===== src/rtl/mag_cmp_pkg.sv =====
// Shared types and the cascade rule for the digit-serial magnitude comparator.
package mag_cmp_pkg;

    typedef enum logic {
        IDLE = 1'b0,
        SCAN = 1'b1
    } state_e;

    typedef struct packed {
        logic lt;
        logic eq;
        logic gt;
    } cmp_res_t;

    // Illegal cascade combinations pass straight through this rule.
    function automatic cmp_res_t cascade_res(
        input logic lt,
        input logic eq,
        input logic gt
    );
        cmp_res_t r;
        r.eq = eq;
        r.gt = ~(lt | eq);
        r.lt = ~(gt | eq);
        return r;
    endfunction

endpackage


===== src/rtl/mag_cmp_digit.sv =====
// Combinational DIGIT-bit unsigned compare with optional sign-bit flip.
module mag_cmp_digit #(
    parameter int DIGIT = 4
) (
    input  logic [DIGIT-1:0] a,
    input  logic [DIGIT-1:0] b,
    input  logic             flip_msb,
    output logic             lt,
    output logic             eq,
    output logic             gt
);

    logic [DIGIT-1:0] msk;
    logic [DIGIT-1:0] ax;
    logic [DIGIT-1:0] bx;

    assign msk = flip_msb ? (DIGIT'(1) << (DIGIT - 1)) : '0;
    assign ax  = a ^ msk;
    assign bx  = b ^ msk;

    assign lt = ax < bx;
    assign eq = ax == bx;
    assign gt = ax > bx;

endmodule


===== src/rtl/mag_cmp_serial.sv =====
// Digit-serial magnitude comparator, MS digit first, early exit on mismatch,
// with 4-bit-comparator style cascade inputs and outputs.
module mag_cmp_serial
    import mag_cmp_pkg::*;
#(
    parameter int WIDTH = 16,
    parameter int DIGIT = 4
) (
    input  logic             clk,
    input  logic             rst,
    input  logic             start,
    input  logic [WIDTH-1:0] a_in,
    input  logic [WIDTH-1:0] b_in,
    input  logic             signed_mode,
    input  logic             ia_lt_b,
    input  logic             ia_eq_b,
    input  logic             ia_gt_b,
    output logic             busy,
    output logic             done,
    output logic             oa_lt_b,
    output logic             oa_eq_b,
    output logic             oa_gt_b
);

    localparam int NDIG = WIDTH / DIGIT;
    localparam int IW   = (NDIG > 1) ? $clog2(NDIG) : 1;
    localparam logic [IW-1:0] LAST = IW'(NDIG - 1);

    if (DIGIT < 1 || DIGIT > WIDTH || (WIDTH % DIGIT) != 0) begin : g_param_err
        $error("mag_cmp_serial: WIDTH must be a multiple of DIGIT");
    end

    state_e           state_q;
    logic [IW-1:0]    idx_q;
    logic [WIDTH-1:0] a_q;
    logic [WIDTH-1:0] b_q;
    logic             sgn_q;
    cmp_res_t         casc_q;
    cmp_res_t         res_q;
    logic             busy_q;
    logic             done_q;

    logic             accept;
    logic [DIGIT-1:0] a_dig;
    logic [DIGIT-1:0] b_dig;
    logic             flip;
    logic             d_lt;
    logic             d_eq;
    logic             d_gt;

    assign accept = (state_q == IDLE) && start;
    assign a_dig  = a_q[idx_q*DIGIT +: DIGIT];
    assign b_dig  = b_q[idx_q*DIGIT +: DIGIT];
    assign flip   = sgn_q && (idx_q == LAST);

    mag_cmp_digit #(
        .DIGIT(DIGIT)
    ) u_digit (
        .a       (a_dig),
        .b       (b_dig),
        .flip_msb(flip),
        .lt      (d_lt),
        .eq      (d_eq),
        .gt      (d_gt)
    );

    // Operand capture carries no reset so it stays a plain enable flop.
    always_ff @(posedge clk) begin
        if (accept) begin
            a_q    <= a_in;
            b_q    <= b_in;
            sgn_q  <= signed_mode;
            casc_q <= {ia_lt_b, ia_eq_b, ia_gt_b};
        end
    end

    always_ff @(posedge clk or posedge rst) begin
        if (rst) begin
            state_q <= IDLE;
            idx_q   <= '0;
            busy_q  <= 1'b0;
            done_q  <= 1'b0;
            res_q   <= '0;
        end else begin
            done_q <= 1'b0;
            unique case (state_q)
                IDLE: begin
                    if (start) begin
                        idx_q   <= LAST;
                        busy_q  <= 1'b1;
                        state_q <= SCAN;
                    end
                end
                SCAN: begin
                    if (!d_eq) begin
                        res_q   <= '{lt: d_lt, eq: 1'b0, gt: d_gt};
                        done_q  <= 1'b1;
                        busy_q  <= 1'b0;
                        state_q <= IDLE;
                    end else if (idx_q == '0) begin
                        res_q   <= cascade_res(casc_q.lt, casc_q.eq, casc_q.gt);
                        done_q  <= 1'b1;
                        busy_q  <= 1'b0;
                        state_q <= IDLE;
                    end else begin
                        idx_q <= idx_q - 1'b1;
                    end
                end
                default: state_q <= IDLE;
            endcase
        end
    end

    assign busy    = busy_q;
    assign done    = done_q;
    assign oa_lt_b = res_q.lt;
    assign oa_eq_b = res_q.eq;
    assign oa_gt_b = res_q.gt;

endmodule


===== config.mk =====
export PLATFORM = sky130hd
export DESIGN_NAME = mag_cmp_serial
export DESIGN_NICKNAME = d
export VERILOG_FILES = /design/src/rtl/mag_cmp_pkg.sv /design/src/rtl/mag_cmp_digit.sv /design/src/rtl/mag_cmp_serial.sv
export SDC_FILE = /design/constraint.sdc
export NUM_CORES = 1
export LEC_CHECK = 0
export ABC_AREA = 1
export BUFFER_PORTS_ARGS = -buffer_cell sky130_fd_sc_hd__buf_2
export CAP_MARGIN = 20
export CORE_MARGIN = 8
export CORE_UTILIZATION = 50
export DETAILED_ROUTE_END_ITERATION = 16
export PLACE_DENSITY = 0.75
export RECOVER_POWER = 25
export SLEW_MARGIN = 20
export SYNTH_ARGS = -nofsm -noshare
export SYNTH_HDL_FRONTEND = slang
export SYNTH_HIERARCHICAL = 1
export SYNTH_SLANG_ARGS = --single-unit

===== constraint.sdc =====
create_clock -name clk -period 3 [get_ports clk]
set_input_delay 0.15 -clock clk [delete_from_list [all_inputs] [get_ports clk]]
set_output_delay 0.15 -clock clk [all_outputs]
set_load 0.02 [all_outputs]

Word level (Yosys, flattened, before mapping)
Cells that the tools add are included.

storage, ports and cells
  register bits after elaboration = 44
  bits of input ports = 39

operators by class
  $add $sub $neg = 1
  order comparisons = 2
  equality and inequality tests = 7
  shift-type cells = 2
  mux-type cells = 18
  bitwise gates (word level) = 7
  reduce and logical (&&, ||, !) cells = 6

operators by type and width
  kind                                                                number
  16-bit by 5-bit indexed part select with 4-bit output               2
  1-bit two-way mux                                                   9
  4-bit bitwise XOR                                                   2
  2-bit two-way mux                                                   3
  3-bit two-way mux                                                   2
  4-bit == test                                                       1
  4-bit > comparator                                                  1
  4-bit less-than comparator                                          1
  4-bit two-way mux                                                   1
  2-bit by 1-bit != test with 1-bit output, second input constant     2
  2-bit != test, second input constant                                2
  1-bit one-hot mux with 2 select lines                               2
  2-bit one-hot mux with 2 select lines                               1
  2-bit AND reduction                                                 2
  3-bit by 2-bit != test with 1-bit output, second input constant     1
  1-bit inverter                                                      3
  3-bit AND reduction                                                 1
  2-bit == test, second input constant                                1
  1-bit logical AND                                                   2
  2-bit zero test                                                     1
  1-bit OR                                                            2
  2-bit by 1-bit subtractor with 2-bit output, second input constant  1

Longest topological paths before layout
Gate-level depths: netlist of run 1.

  depth in word-level cells = 7
  gate-level depth with buffers = 17
  gate-level depth less buffers = 15

Hierarchy
The synthesis of run 1 kept the hierarchy.

modules (own cells, without submodules)
  module          instances  cells each  area an instance (um^2)  sequential area each (um^2)
  mag_cmp_serial  1          160         1,804.2                  1,281.2
  mag_cmp_digit   1          21          128.9                    0.0

Worst setup path before layout of run 1
No wires, ideal clock.

  path type = register to register
  from = register idx_q[0]
  to = register res_q, in the netlist oa_gt_b
  setup time = 0.116 ns
  data arrival time = 2.024 ns
  required time = 2.884 ns
  setup slack = 0.859 ns
  cell stages (with the launch flop) = 16
  path through = dfrtp_1 > buf_6 > buf_6 > nor2_2 > nor2_1 > o21ai_1 > nand2_1 > xor2_1 > ha_1 > nand2_1 > nor2_1 > nand2_1 > nand2_2 > inv_2 > nand2_1 > nand2_1

on the way
  elaborated cells on any way between the ends = 13
  classes of those cells = 1 x order compare; 3 x eq/ne; 2 x shift; 2 x mux; 2 x bitwise; 3 x reduce/logical

RTL lines
  what                                                       line                   text
  start, declared                                            mag_cmp_serial.sv:34   logic [IW-1:0] idx_q;
  start signal, assigned                                     mag_cmp_serial.sv:106  idx_q <= idx_q - 1'b1;
  16-bit by 5-bit indexed part select with 4-bit output (*)  mag_cmp_serial.sv:52   assign a_dig = a_q[idx_q*DIGIT +: DIGIT];
  net a_dig[3]                                               mag_cmp_serial.sv:44   logic [DIGIT-1:0] a_dig;
  4-bit bitwise XOR (*)                                      mag_cmp_digit.sv:18    assign ax = a ^ msk;
  4-bit == test (*)                                          mag_cmp_digit.sv:22    assign eq = ax == bx;
  net d_eq                                                   mag_cmp_serial.sv:48   logic d_eq;
  2-bit by 1-bit != test with 1-bit output (no source line)  n/a
  2-bit AND reduction (no source line)                       n/a
  end signal, assigned                                       mag_cmp_serial.sv:96   res_q <= '{lt: d_lt, eq: 1'b0, gt: d_gt};
  end signal, assigned                                       mag_cmp_serial.sv:101  res_q <= cascade_res(casc_q.lt, casc_q.eq, casc_q.gt);
  end, declared                                              mag_cmp_serial.sv:39   cmp_res_t res_q;

The timed path passes the listed nets; every way through them passes the cells marked *.
A chain may end at the register's enable or synchronous reset.

Final worst setup path of run 1
  from = register idx_q[0]
  to = register res_q, in the netlist oa_lt_b

The elaborated chain is that of the path after synthesis.

==> qor.log, run 1 <==
[run_status] result of the run finished, final reports clean
[floorplanning] number of top-level design ports 44
[clock_network] CTS tree done
[timing] final critical-path share of the clock period 0.800
[clock_network] Post CTS Setup Buffer Count 0
[timing] Highest Clock Rate 0.417 GHz
[grt] total global routing track utilization 0.111
[synth] number of nets produced by synthesis 227
[grt] initial antenna violation count 0
[critical_path] crit path launch type flip-flop
[placed_design] RePlAce Congestion 0.802
[clock_network] CTS Sinks 44
[synth] most frequent cells after synthesis sky130_fd_sc_hd__nand2_1 (54), sky130_fd_sc_hd__edfxtp_1 (36), sky130_fd_sc_hd__inv_1 (22)
[synth] syn avg cell area 10.7 um2
[clock_network] buffer depth of the longest clock path 2
[floorplanning] die outline height 78.2 um
[clock_network] count of instances resized after the clock tree is built 0
[synth] sequential fraction of the synthesis area 0.663
[grt] global-route wire length before repair 5400 um
[synth] Yosys warning total 6
[placed_design] Port Buffers 43
[timing] sum of negative setup slack 0 ps
[critical_path] Crit Path Max Fanout 28
[clock_network] clock insertion delay at the later pin of the skew report 290 ps
[timing] max-slew violations 0
[clock_network] clock transition time at the flip-flop clock pins of the worst setup and hold paths 90 ps
[placed_design] half-perimeter wire length after placement 2420 um
[synth] top_reg_cell synth sky130_fd_sc_hd__edfxtp_1
[synth] number of flip-flops and latches in the synthesized netlist 44
[timing] Final setup viols 0
[synth] fraction of synthesis flops using an asynchronous set or reset pin 0.182
[final_layout] fraction of layout cells with a size suffix above 1 0.255
[clock_network] hold bufs inserted after CTS 1
[synth] Distinct cells, synth 18
[floorplanning] row count 22
[synth] total standard cell area after synthesis 0.00193 mm2
[critical_path] class of the most critical setup path flip-flop to flip-flop
[floorplanning] horizontal die dimension 78.2 um
[detailed_routing] starting DRC count in detailed routing 70
[synth] synth top area cells sky130_fd_sc_hd__edfxtp_1 (56%), sky130_fd_sc_hd__nand2_1 (10%), sky130_fd_sc_hd__dfrtp_1 (10%)
[critical_path] element type at the critical path end flip-flop
[hold_path] Worst Hold Class input pin to flip-flop
[floorplanning] total core area 0.00369 mm2
[final_layout] post-synthesis to final-layout area growth 19.0%
[floorplanning] die area 0.00611 mm2
[detailed_routing] Detail Route Antenna Nets 0
[pwr] Power Density 939 mW/mm2
[pwr] total leakage power 0.00108 uW
[timing] Hold Violations, Final 0
[grt] total gr overflow 0
[final_layout] area taken by flip-flops and latches 0.00128 mm2
[timing] worst hold slack after final layout 20.5 ps
[floorplanning] initial core utilization 0.524
[pwr] maximum vdd ir drop 475 uV
[final_layout] total of fill cells in the finished design 320
[final_layout] multi-input logic area 517 um2
[clock_network] number of H-tree levels 2
[grt] maximum number of pins on one net before global-route repair 29
[run] max-cap check violation count 0
[detailed_routing] 1st-pass router iterations 4
[detailed_routing] post-route DRC violation count 0
[synth] dominant cell type by area after synthesis sky130_fd_sc_hd__edfxtp_1
[critical_path] Worst EP arrival 2600 ps
[clock_network] clock buffers created by TritonCTS 5
[detailed_routing] vias per cell 4.61
[critical_path] Crit path required time 3200 ps
[detailed_routing] number of vias after detailed routing 1285
[detailed_routing] routed wire length 3230 um
[synth] most used standard cell by instance count after synthesis sky130_fd_sc_hd__nand2_1
[timing] Relative slew margins 0.540
[grt] vias in the first global route 1235
[timing] unrepaired setup endpoints after global routing no
[final_layout] Nets 276
[timing] clock skew after layout 3.59 ps
[timing] actual slew at the worst max-slew pin 690 ps
[detailed_routing] Wirelength per Cell 11.6 um
[synth] Syn Inst Count 181
[synth] Post-synth EDFFs 36
[final_layout] Diodes inserted 0
[clock_network] clk root buf sky130_fd_sc_hd__clkbuf_8
[timing] shortest period the worst path allows 2400 ps
[synth] Synth top area share 0.559
==> area by class of cell <==
| cell class | count | share of cell area |
|---|---|---|
| flip-flops and latches | 44 | 0.557 |
| multi-input cells | 108 | 0.225 |
| repair buffers | 46 | 0.110 |
| inverters | 25 | 0.0408 |
| clock buffers | 5 | 0.0299 |
| well taps | 48 | 0.0261 |
| clock inverters | 3 | 0.0114 |
==> metal layers <==
layer	vias up	wire length, um	global-route usage
met2	44	1470	0.180
met3	6	226	0.0490
met4	0	53	0.0444
li1	680	-	-
met1	555	1480	0.124
met5	-	0	0
==> through the flow <==
stage / instances / total power, uW / util / worst slack, ps / cell area [um2]
3_3_place_gp: 270 / 1780 / 0.595 / 707 / 2190
2_1_floorplan: 181 / 1600 / - / 859 / 1930
5_1_grt: 279 / 2370 / 0.623 / 287 / 2300
3_5_place_dp: 270 / 1800 / 0.595 / 607 / 2190
6_report: 279 / 2160 / 0.623 / 600 / 2300
4_1_cts: 279 / 2180 / 0.623 / 581 / 2300
==> power by group <==
group | internal, uW | leakage (uW) | total [uW] | switching [uW]
Clock | 171 | 0.0000491 | 380 | 209
Sequential | 820 | 0.000438 | 873 | 52.9
Combinational | 344 | 0.000598 | 906 | 563
Total | 1330 | 0.00108 | 2160 | 825
==> flip-flops by register name, summed over array words and instances (netlist names) <==
name	count
state_q	1
a_q	16
idx_q	2
b_q	16
busy	1
casc_q	3
sgn_q	1
oa_lt_b	1
done	1
oa_gt_b	1
oa_eq_b	1
==> placed cells by master, fill, tap and decap left out <==
cell type / Yosys / layout
sky130_fd_sc_hd__a21oi_1: 3 / 3
sky130_fd_sc_hd__and2_1: 1 / 1
sky130_fd_sc_hd__buf_12: 0 / 1
sky130_fd_sc_hd__buf_2: 0 / 43
sky130_fd_sc_hd__buf_4: 1 / 1
sky130_fd_sc_hd__clkbuf_8: 0 / 5
sky130_fd_sc_hd__clkinv_4: 0 / 1
sky130_fd_sc_hd__dfrtp_1: 8 / 8
sky130_fd_sc_hd__dlygate4sd3_1: 0 / 1
sky130_fd_sc_hd__edfxtp_1: 36 / 36
sky130_fd_sc_hd__ha_1: 7 / 7
sky130_fd_sc_hd__inv_1: 22 / 22
sky130_fd_sc_hd__inv_2: 3 / 3
sky130_fd_sc_hd__inv_6: 0 / 2
sky130_fd_sc_hd__nand2_1: 54 / 54
sky130_fd_sc_hd__nand2_2: 1 / 1
sky130_fd_sc_hd__nand3_1: 2 / 2
sky130_fd_sc_hd__nor2_1: 17 / 17
sky130_fd_sc_hd__nor2_2: 2 / 2
sky130_fd_sc_hd__o21ai_0: 9 / 9
sky130_fd_sc_hd__o21ai_1: 10 / 10
sky130_fd_sc_hd__xnor2_1: 1 / 1
sky130_fd_sc_hd__xor2_1: 1 / 1
==> final timing paths <==
path | from | to | slack, ps | cells after the start
setup / recovery | idx_q[0] | oa_lt_b | 600 | 13
hold / removal | a_in[4] | a_q[4] | 20 | 1
setup reg to reg | idx_q[0] | oa_lt_b | 600 | 13
hold reg to reg | oa_lt_b | oa_lt_b | 480 | 2
max in group asynchronous | rst | idx_q[0] | 2440 | 3
min in group asynchronous | rst | done | 340 | 3
==> critical path, cell delays in order (launching register included) <==
cell,delay (ps)
sky130_fd_sc_hd__dfrtp_1,340
sky130_fd_sc_hd__buf_4,280
sky130_fd_sc_hd__inv_2,150
sky130_fd_sc_hd__o21ai_1,150
sky130_fd_sc_hd__nand2_1,80
sky130_fd_sc_hd__xor2_1,150
sky130_fd_sc_hd__ha_1,290
sky130_fd_sc_hd__nand2_1,70
sky130_fd_sc_hd__nor2_1,370
sky130_fd_sc_hd__nand2_1,140
sky130_fd_sc_hd__nand2_2,120
sky130_fd_sc_hd__inv_2,50
sky130_fd_sc_hd__nand2_1,60
sky130_fd_sc_hd__nand2_1,40
==> cells by family (layout without fill, tap and decap cells) <==
| family | after synthesis | after routing | synth area share |
|---|---|---|---|
| DFF | 44 | 44 | 0.663 |
| xor gates and xnor gates | 2 | 2 | 0.00906 |
| buffers and inverters | 29 | 79 | 0.0699 |
| and+or+nand+nor | 77 | 77 | 0.156 |
| adders and majority gates | 7 | 7 | 0.0453 |
| AOI/OAI and AO/OA | 22 | 22 | 0.0570 |
(Power assumes the default switching activity.)
==> run 2, diff against run 1 <==
Clock period 3 ns to 2.4 ns, I/O delays scaled along.
==> run 2 against run 1 <==
Fmax increased by 11%. Die area unchanged. Count of clock-buffer cells in the layout unchanged. Critical path depth unchanged.
==> qor.log, run 2 (synthesis gave the netlist of run 1 again) <==
[detailed_routing] 1st-pass router iterations 4 [unchanged]
[timing] final critical-path share of the clock period 0.903 [was 0.800]
[hold_path] endpoint of the worst hold-timing path state_q [was a_q[4]]
[pwr] maximum vdd ir drop 657 uV [was 475 uV]
[grt] initial antenna violation count 0 [unchanged]
[grt] total global routing track utilization 0.150 [was 0.111]
[timing] max-slew violations 0 [unchanged]
[detailed_routing] routed wire length 4400 um [was 3230 um]
[timing] shortest period the worst path allows 2170 ps [was 2400 ps]
[final_layout] biggest registers after layout a_q (16), b_q (16), casc_q (3) [unchanged]
[final_layout] Diodes inserted 0 [unchanged]
[clock_network] clock buffers created by TritonCTS 5 [unchanged]
[critical_path] R2R cell count 13 [unchanged]
[run_status] result of the run finished, final reports clean [unchanged]
[run] max-cap check violation count 0 [unchanged]
[clock_network] Post CTS Setup Buffer Count 0 [unchanged]
[critical_path] Crit path required time 2600 ps [was 3200 ps]
[critical_path] crit path launch type flip-flop [unchanged]
[critical_path] reg-to-reg critical path startpoint idx_q[0] [unchanged]
[floorplanning] initial core utilization 0.524 [unchanged]
[final_layout] most common cell after layout, fill and taps aside sky130_fd_sc_hd__nand2_1 [unchanged]
[detailed_routing] number of vias after detailed routing 1500 [was 1285]
[clock_network] clk root buf sky130_fd_sc_hd__clkbuf_8 [unchanged]
[clock_network] CTS tree done [unchanged]
[final_layout] highest-count cells in the layout ignoring fill and taps sky130_fd_sc_hd__nand2_1 (54), sky130_fd_sc_hd__buf_2 (43), sky130_fd_sc_hd__dlygate4sd3_1 (37) [was sky130_fd_sc_hd__nand2_1 (54), sky130_fd_sc_hd__buf_2 (43), sky130_fd_sc_hd__edfxtp_1 (36)]
[critical_path] element type at the critical path end flip-flop [unchanged]
[floorplanning] horizontal die dimension 78.2 um [unchanged]
[critical_path] list of cells traversed by the critical path buf_4 > ha_1 > nand2_1 > inv_1 > xor2_1 > ha_1 > nand2_1 > nor2_4 > nand2_1 > nand2_2 > inv_2 > nand2_1 > nand2_1 [was buf_4 > inv_2 > o21ai_1 > nand2_1 > xor2_1 > ha_1 > nand2_1 > nor2_1 > nand2_1 > nand2_2 > inv_2 > nand2_1 > nand2_1]
[timing] worst hold slack after final layout 126 ps [was 20.5 ps]
[final_layout] non-filler instance count after layout 317 [was 279]
[floorplanning] number of top-level design ports 44 [unchanged]
[clock_network] buffer depth of the longest clock path 2 [unchanged]
[timing] clock skew after layout 9.91 ps [was 3.59 ps]
[grt] vias in the first global route 1598 [was 1235]
[grt] total gr overflow 0 [unchanged]
[placed_design] Port Buffers 43 [unchanged]
[timing] Highest Clock Rate 0.462 GHz [was 0.417 GHz]
[detailed_routing] Wirelength per Cell 13.9 um [was 11.6 um]
[timing] final worst-path setup slack 234 ps [was 600 ps]
[critical_path] Worst EP arrival 2360 ps [was 2600 ps]
[final_layout] post-synthesis to final-layout area growth 38.1% [was 19.0%]
[clock_network] clock transition time at the flip-flop clock pins of the worst setup and hold paths 90 ps [about the same]
[clock_network] clock insertion delay at the later pin of the skew report 310 ps [was 290 ps]
[hold_path] Worst Hold Class input pin to flip-flop [unchanged]
[timing] Hold Violations, Final 0 [unchanged]
[critical_path] Largest delay share family, worst path simple AND/OR/NAND/NOR gates [unchanged]
[detailed_routing] starting DRC count in detailed routing 79 [was 70]
[timing] Final setup viols 0 [unchanged]
[final_layout] Nets 314 [was 276]
[grt] maximum number of pins on one net before global-route repair 36 [was 29]
[floorplanning] die area 0.00611 mm2 [unchanged]
[critical_path] class of the most critical setup path flip-flop to flip-flop [unchanged]
[pwr] total leakage power 0.00124 uW [was 0.00108 uW]
[clock_network] number of H-tree levels 2 [unchanged]
[pwr] Power Density 1060 mW/mm2 [was 939 mW/mm2]
[detailed_routing] post-route DRC violation count 0 [unchanged]
[pwr] total design power 2830 uW [was 2160 uW]
[detailed_routing] vias per cell 4.73 [was 4.61]
[critical_path] number of buffers and inverters on the critical path 3 [unchanged]
[detailed_routing] Detail Route Antenna Nets 0 [unchanged]
[placed_design] number of placed instances, taps included 272 [was 270]
[timing] unrepaired setup endpoints after global routing no [unchanged]
[floorplanning] die outline height 78.2 um [unchanged]
[clock_network] CTS Sinks 44 [unchanged]
[critical_path] flop-to-flop setup slack 230 ps [was 600 ps]
[grt] global-route wire length before repair 7230 um [was 5400 um]
[timing] actual slew at the worst max-slew pin 437 ps [was 690 ps]
[timing] Relative slew margins 0.709 [was 0.540]
[critical_path] cell mode on critical path sky130_fd_sc_hd__nand2_1 [unchanged]
[critical_path] Slowest-stage cell, CP sky130_fd_sc_hd__dfrtp_1 [was sky130_fd_sc_hd__nor2_1]
[hold_path] hold depth 3 [was 1]
[floorplanning] row count 22 [unchanged]
[final_layout] fraction of layout cells with a size suffix above 1 0.230 [was 0.255]
[placed_design] placement-stage worst setup slack 64.4 ps [was 607 ps]
[placed_design] half-perimeter wire length after placement 2520 um [was 2420 um]
[critical_path] slowest stage delay, CP 440 ps [was 370 ps]
[floorplanning] total core area 0.00369 mm2 [unchanged]
[hold_path] beginning of the worst hold path start [was a_in[4]]
[critical_path] worst reg2reg path endpoint oa_lt_b [unchanged]
[timing] sum of negative setup slack 0 ps [unchanged]
[critical_path] Crit Path Max Fanout 9 [was 28]
[placed_design] RePlAce Congestion 0.717 [was 0.802]
[run 2: cell types whose count changed in the layout (fill, tap and decap cells not counted)]
| cell | change |
|---|---|
| sky130_fd_sc_hd__nor2_4 | +1 |
| sky130_fd_sc_hd__buf_4 | +3 |
| sky130_fd_sc_hd__dlygate4sd3_1 | +36 |
| sky130_fd_sc_hd__nor2_1 | -1 |
| sky130_fd_sc_hd__buf_12 | -1 |
[run 2: worst max path at each step]
stage	endpoint	startpoint	cells past startpoint
6_report	oa_lt_b	idx_q[0]	13
5_1_grt	oa_lt_b	idx_q[0]	13
4_1_cts	oa_lt_b	idx_q[0]	13
3_5_place_dp	oa_lt_b	idx_q[0]	13
3_3_place_gp	oa_lt_b	idx_q[0]	13
2_1_floorplan	oa_gt_b	idx_q[0]	15
[run 2: timing repair]
| item | 4_1_cts | 5_1_grt |
|---|---|---|
| endpoints found under the setup margin | 0 | 8 |
| hold buffers | 37 | 0 |
| endpoints found under the hold margin | 44 | 0 |
| gates resized for setup | 0 | 2 |
[run 2: worst reg2reg max path, stage by stage (launching register included)]
cell and delay, ps:
sky130_fd_sc_hd__dfrtp_1 440, sky130_fd_sc_hd__buf_4 190, sky130_fd_sc_hd__ha_1 190, sky130_fd_sc_hd__nand2_1 50, sky130_fd_sc_hd__inv_1 70, sky130_fd_sc_hd__xor2_1 160
sky130_fd_sc_hd__ha_1 290, sky130_fd_sc_hd__nand2_1 100, sky130_fd_sc_hd__nor2_4 200, sky130_fd_sc_hd__nand2_1 100, sky130_fd_sc_hd__nand2_2 100, sky130_fd_sc_hd__inv_2 50
sky130_fd_sc_hd__nand2_1 60, sky130_fd_sc_hd__nand2_1 40
[run 2: layout make-up]
| class | count | area [um2] |
|---|---|---|
| Sequential cell | 44 | 1280 |
| Fill cell | 254 | 1020 |
| Timing Repair Buffer | 84 | 616 |
| Multi-Input combinational cell | 108 | 524 |
| Inverter | 25 | 93.8 |
| Clock buffer | 5 | 68.8 |
| Tap cell | 48 | 60.1 |
| Clock inverter | 3 | 26.3 |
[run 2: layer usage]
metal / vias up / global-route usage / wire length (um)
met5: - / 0 / 0
met4: 0 / 0.0574 / 99
met3: 11 / 0.0604 / 339
met2: 55 / 0.261 / 2230
met1: 677 / 0.159 / 1720
li1: 757 / - / -
[run 2: power breakdown]
part	internal [uW]	switching, uW	total, uW
clock network	214	278	492
logic	480	759	1240
registers	1030	75.1	1100
total	1720	1110	2830
[run 2: per-stage QoR]
stage	utilization	cell area [um2]
after CTS	0.722	2660
final	0.724	2670
after detailed placement	0.596	2200
after floorplan	-	1930
after global placement	0.596	2200
after global routing	0.724	2670
